### src/rtl/axi_line_master.sv
// ============================================================================
//  Module   : axi_line_master
//  Purpose  : Turns one 128-bit cache line request into a single-beat AXI
//             read or write and returns the line / status to the cache.
//  Revision : 1.0
// ============================================================================
`default_nettype none

module axi_line_master #(
    parameter int          ADDR_W = 64,
    parameter logic [2:0]  PROT   = 3'b000
) (
    input  logic              clk,
    input  logic              rst_n,
    // cache request / completion
    input  logic              req_valid_i,
    output logic              req_ready_o,
    input  logic              req_write_i,
    input  logic [ADDR_W-1:0] req_addr_i,
    input  logic [127:0]      req_wdata_i,
    input  logic [15:0]       req_wstrb_i,
    output logic              resp_valid_o,
    input  logic              resp_ready_i,
    output logic              resp_write_o,
    output logic [127:0]      resp_rdata_o,
    output logic              resp_err_o,
    // AXI read address / data
    output logic              axi_readAddr_valid_o,
    input  logic              axi_readAddr_ready_i,
    output logic [ADDR_W-1:0] axi_readAddr_bits_addr_o,
    output logic [2:0]        axi_readAddr_bits_prot_o,
    input  logic              axi_readData_valid_i,
    output logic              axi_readData_ready_o,
    input  logic [127:0]      axi_readData_bits_data_i,
    input  logic [1:0]        axi_readData_bits_resp_i,
    // AXI write address / data / response
    output logic              axi_writeAddr_valid_o,
    input  logic              axi_writeAddr_ready_i,
    output logic [ADDR_W-1:0] axi_writeAddr_bits_addr_o,
    output logic [2:0]        axi_writeAddr_bits_prot_o,
    output logic              axi_writeData_valid_o,
    input  logic              axi_writeData_ready_i,
    output logic [127:0]      axi_writeData_bits_data_o,
    output logic [15:0]       axi_writeData_bits_strb_o,
    input  logic              axi_writeResp_valid_i,
    output logic              axi_writeResp_ready_o,
    input  logic [1:0]        axi_writeResp_bits_i
);

    localparam logic [2:0] C_IDLE    = 3'd0;
    localparam logic [2:0] C_RD_ADDR = 3'd1;
    localparam logic [2:0] C_RD_DATA = 3'd2;
    localparam logic [2:0] C_WR_REQ  = 3'd3;
    localparam logic [2:0] C_WR_RESP = 3'd4;
    localparam logic [2:0] C_DONE    = 3'd5;

    logic [2:0]        state_q,   state_d;
    logic [ADDR_W-1:0] addr_q,    addr_d;
    logic [127:0]      wdata_q,   wdata_d;
    logic [15:0]       wstrb_q,   wstrb_d;
    logic              write_q,   write_d;
    logic              aw_done_q, aw_done_d;
    logic              w_done_q,  w_done_d;
    logic [127:0]      rdata_q,   rdata_d;
    logic              err_q,     err_d;

    logic w_aw_hs;
    logic w_w_hs;

    // All handshake outputs decode from registered state only.
    assign req_ready_o           = (state_q == C_IDLE);
    assign axi_readAddr_valid_o  = (state_q == C_RD_ADDR);
    assign axi_readData_ready_o  = (state_q == C_RD_DATA);
    assign axi_writeAddr_valid_o = (state_q == C_WR_REQ) && !aw_done_q;
    assign axi_writeData_valid_o = (state_q == C_WR_REQ) && !w_done_q;
    assign axi_writeResp_ready_o = (state_q == C_WR_RESP);
    assign resp_valid_o          = (state_q == C_DONE);

    assign axi_readAddr_bits_addr_o  = addr_q;
    assign axi_writeAddr_bits_addr_o = addr_q;
    assign axi_readAddr_bits_prot_o  = PROT;
    assign axi_writeAddr_bits_prot_o = PROT;
    assign axi_writeData_bits_data_o = wdata_q;
    assign axi_writeData_bits_strb_o = wstrb_q;
    assign resp_write_o              = write_q;
    assign resp_rdata_o              = rdata_q;
    assign resp_err_o                = err_q;

    assign w_aw_hs = axi_writeAddr_valid_o && axi_writeAddr_ready_i;
    assign w_w_hs  = axi_writeData_valid_o && axi_writeData_ready_i;

    always_comb begin
        state_d   = state_q;
        addr_d    = addr_q;
        wdata_d   = wdata_q;
        wstrb_d   = wstrb_q;
        write_d   = write_q;
        aw_done_d = aw_done_q;
        w_done_d  = w_done_q;
        rdata_d   = rdata_q;
        err_d     = err_q;
        case (state_q)
            C_IDLE: begin
                if (req_valid_i) begin
                    addr_d  = {req_addr_i[ADDR_W-1:4], 4'b0000};
                    wdata_d = req_wdata_i;
                    wstrb_d = req_wstrb_i;
                    write_d = req_write_i;
                    state_d = req_write_i ? C_WR_REQ : C_RD_ADDR;
                end
            end
            C_RD_ADDR: begin
                if (axi_readAddr_ready_i) state_d = C_RD_DATA;
            end
            C_RD_DATA: begin
                if (axi_readData_valid_i) begin
                    rdata_d = axi_readData_bits_data_i;
                    err_d   = (axi_readData_bits_resp_i != 2'b00);
                    state_d = C_DONE;
                end
            end
            C_WR_REQ: begin
                if (w_aw_hs) aw_done_d = 1'b1;
                if (w_w_hs)  w_done_d  = 1'b1;
                // AW and W complete independently, possibly in the same cycle.
                if ((aw_done_q || w_aw_hs) && (w_done_q || w_w_hs)) begin
                    aw_done_d = 1'b0;
                    w_done_d  = 1'b0;
                    state_d   = C_WR_RESP;
                end
            end
            C_WR_RESP: begin
                if (axi_writeResp_valid_i) begin
                    rdata_d = '0;
                    err_d   = (axi_writeResp_bits_i != 2'b00);
                    state_d = C_DONE;
                end
            end
            C_DONE: begin
                if (resp_ready_i) state_d = C_IDLE;
            end
            default: state_d = C_IDLE;
        endcase
    end

    always_ff @(posedge clk or negedge rst_n) begin
        if (!rst_n) begin
            state_q   <= C_IDLE;
            addr_q    <= '0;
            wdata_q   <= '0;
            wstrb_q   <= '0;
            write_q   <= 1'b0;
            aw_done_q <= 1'b0;
            w_done_q  <= 1'b0;
            rdata_q   <= '0;
            err_q     <= 1'b0;
        end else begin
            state_q   <= state_d;
            addr_q    <= addr_d;
            wdata_q   <= wdata_d;
            wstrb_q   <= wstrb_d;
            write_q   <= write_d;
            aw_done_q <= aw_done_d;
            w_done_q  <= w_done_d;
            rdata_q   <= rdata_d;
            err_q     <= err_d;
        end
    end

endmodule

`default_nettype wire
### config.mk
export PLATFORM = sky130hd
export DESIGN_NAME = axi_line_master
export DESIGN_NICKNAME = d
export VERILOG_FILES = /design/src/rtl/axi_line_master.sv
export SDC_FILE = /design/constraint.sdc
export NUM_CORES = 1
export LEC_CHECK = 0
export CORE_AREA = 2 2 296 298
export DETAILED_ROUTE_END_ITERATION = 6
export DIE_AREA = 0 0 298 300
export HOLD_SLACK_MARGIN = 0.1
export PLACE_DENSITY = 0.53
export SLEW_MARGIN = 20
export SYNTH_ARGS = -nofsm -noshare
export SYNTH_HDL_FRONTEND = slang
export SYNTH_SLANG_ARGS = --single-unit
### constraint.sdc
create_clock -name clk -period 2.07 [get_ports clk]
set_input_delay 0.3105 -clock clk [delete_from_list [all_inputs] [get_ports clk]]
set_output_delay 0.3105 -clock clk [all_outputs]
set_load 0.02 [all_outputs]
==> key figures <==
Power
  • Internal: 0.0266 W
  • Worst VDD drop: about 0.70 mV
  • Sequential share of power: approximately 29%
  • Total Power: 0.0423 W
  • Switching part of the total: a little under two fifths
  • Clock network power share: between 10% and 20%
  • Switch Pwr: ~0.016 W
  • Combinational share of power: between 50% and 60%
  • PwrDens: about 1700 nW/um^2
  • LEAKAGE: roughly 11 nW

GRT
  • First-pass GRT wire length: between 70,000 and 80,000 um
  • Grt ovf: 0
  • Gr usage total: a little over a tenth
  • Largest net degree at the start of global routing: between 50 and 60
  • Number of global-route vias before repair: between 10k and 15k
  • Number of antenna violations at the first check in global routing: 2

Drt
  • Via count: around 11k
  • Initial DRC Count: about 320
  • Detailed Routing Iterations Pass 1: 4
  • Vias per cell: ~3.6
  • Post-route ant nets: 0
  • Wire length per cell: around 17 um
  • Drc violations: 0
  • DRT Wirelength: 51,200 um

Setup path
  • Setup crit end kind: primary output
  • Critical path peak fanout: 3
  • Worst Setup Path Type: register to primary output
  • Critical Path Source: axi_readAddr_bits_addr_o[31]$_DFFE_PN0P_
  • Crit path DAT: between 1.5 and 2 ns
  • Worst Path Buf+Inv: 1
  • CP Cell Sequence: clkdlybuf4s50_1
  • FF-to-FF Start: state_q[1]$_DFFE_PN0P_
  • CP max stage delay: between 0.6 and 0.7 ns
  • Setup crit start kind: register
  • Top delay family on crit path: buffers and inverters
  • Slowest CP cell: clkdlybuf4s50_1
  • Critical Path RT: between 1.5 and 2 ns

Cells and area
  • Filler cells: 8,910
  • Share of cells above drive strength 1: a little under a fifth
  • Area grow syn2layout: 67.0%
  • Multi-input logic area: approximately 5000 sq um
  • Sequential cell area: 8490 sq um
  • Final #Nets: between 2k and 2.5k
  • Fin cells: just over 3k
  • Commonest non-fill, non-tap cells in the layout: clkdlybuf4s50_1, dfrtp_1, mux2_4, inv_1, nand2_1
  • Commonest non-fill, non-tap cell in the layout: clkdlybuf4s50_1

STA
  • Final Skew: ~0.023 ns
  • RSZ-0062 raised after global routing: false
  • Pins Over Slew Limit: 0
  • Post-route clock period utilization: ~96%
  • Min Hold Slack: ~0.30 ns
  • Fmax: around 500 MHz
  • Min Tclk post-route: approximately 2.0 ns
  • Finish-stage setup viols: 0
  • Setup TNS: 0 ns
  • Worst rel slew slack: ~66%
  • Worst slew pin tran: around 0.49 ns
  • Endpoints failing hold: 0

Yosys
  • Post-Syn Area: between 10,000 and 15,000 sq um
  • Post-synth EDFFs: 0
  • Synth cell types: 29
  • Ys Warns: 0
  • #FFs+latches synth: around 340
  • Seq/Total Area, Yosys: roughly 57%
  • Ys flop type: dfrtp_1
  • Avg Inst Size Synth: between 10 and 15 sq um
  • Synth Instances: 1,103
  • Fraction of registers with async set/reset: 100%

Floorplanning
  • Core footprint: 86,200 sq um
  • Die X: about 300 um
  • Initial Utilization: around 17%
  • Rows: about 110
  • Die ar.: between 80,000 and 90,000 sq um
  • I/O Pins: 765
  • Die H: ~300 um

CTS
  • Clock Sinks: approximately 340
  • Clock latency on the worst-skew pair: 0.57 ns
  • CTS tree: yes
  • Clk slew on worst S/H paths: approximately 0.060 ns
  • Clock Path Buffers: 3
  • Root buf cell: clkbuf_16
  • H-Tree Depth: 2
  • Num CTS Buffers: 42

Placement
  • Placed Cells: slightly below 3k
  • Port buffer count: between 700 and 800
  • Routability congestion estimate: between 0.8 and 0.9
  • Detail Placement HPWL: between 30,000 and 40,000 um

Run
  • Max-cap violations: 0

Run status
  • Run status: completed

Min path
  • Min-Delay Path Class: primary input to async pin
layout make-up:
cell class | instances | area share, %
diodes | 1 | 0.0100
clock buffers | 63 | 5.07
clock inverters | 14 | 0.880
inverters | 133 | 1.99
multi-input cells | 515 | 19.8
flip-flops and latches | 339 | 33.9
well taps | 1155 | 5.77
repair buffers | 812 | 32.5
cell families (layout without fill, tap and decap cells):
logic type	Yosys count	in the layout	share of synthesized area, %
other	1	15	0.0250
AOI/OAI and AO/OA	11	11	0.459
buffers and inverters	262	1022	10.7
muxes	338	338	28.1
and+or+nand+nor	152	152	4.04
DFF	339	339	56.6
path summary, 6_finish.rpt:
check	slack [ns]	cells after the start	endpoint
worst min register to register	0.50	1	axi_writeData_bits_data_o[124]$_DFFE_PN0P_
max in group asynchronous	0.96	4	resp_rdata_o[120]$_DFFE_PN0P_
worst max register to register	0.14	6	axi_writeData_bits_data_o[6]$_DFFE_PN0P_
min in group clk	0.30	3	resp_rdata_o[10]$_DFFE_PN0P_
worst max-delay path	0.08	1	axi_readAddr_bits_addr_o[31]
worst min-delay path	0.30	2	axi_writeData_bits_data_o[54]$_DFFE_PN0P_
flip-flops by register name, indices dropped and copies added (netlist names):
register / flops
axi_writeData_bits_data_o: 128
resp_rdata_o: 128
axi_readAddr_bits_addr_o: 60
axi_writeData_bits_strb_o: 16
state_q: 3
aw_done_q: 1
resp_err_o: 1
resp_write_o: 1
w_done_q: 1
per-stage QoR:
stage	setup slack [ns]	instance area (sq um)	util (%)
global placement	0.0906	23500	27.3
finish	0.0832	25000	29.0
CTS	0.00148	25000	29.0
global route	0.00527	25000	29.0
detailed placement	0.0349	23500	27.3
floorplan	0.223	15000	-
power groups by stage:
stage               Clock [W]  Sequential [W]  Combinational (W)
floorplan                   0          0.0161            0.00817
global placement            0          0.0123             0.0221
detailed placement          0          0.0124             0.0223
CTS                   0.00817          0.0124             0.0224
global route          0.00847          0.0128             0.0232
finish                0.00786          0.0123             0.0221
synth_stat cells, drive strengths merged (3+ instances only):
cell type	count	area [sq um]
nor3	3	20.0
mux2	207	2890
o22ai	3	18.8
clkbuf	9	56.3
nand3b	3	22.5
mux2i	130	1300
dfrtp	339	8480
buf	120	1050
nand2	131	492
a21oi	4	20.0
inv	133	499
nor2	11	41.3
routing by layer:
| layer | up-vias | routed length [um] | global-route usage (%) |
|---|---|---|---|
| met4 | 2 | 1550 | 3.77 |
| met1 | 5299 | 20100 | 12.8 |
| li1 | 4951 | - | - |
| met3 | 75 | 3940 | 3.23 |
| met5 | - | 10 | 0 |
| met2 | 442 | 25600 | 19.1 |
timing repair:
item	CTS	global route
hold endpoints to repair	109	0
endpoints found under the setup margin	7	5
buffers inserted	1	3
hold buffers	1	0
resized for setup	26	6
pin swaps	0	0
No activity file was read; power rests on OpenSTA's default activity.
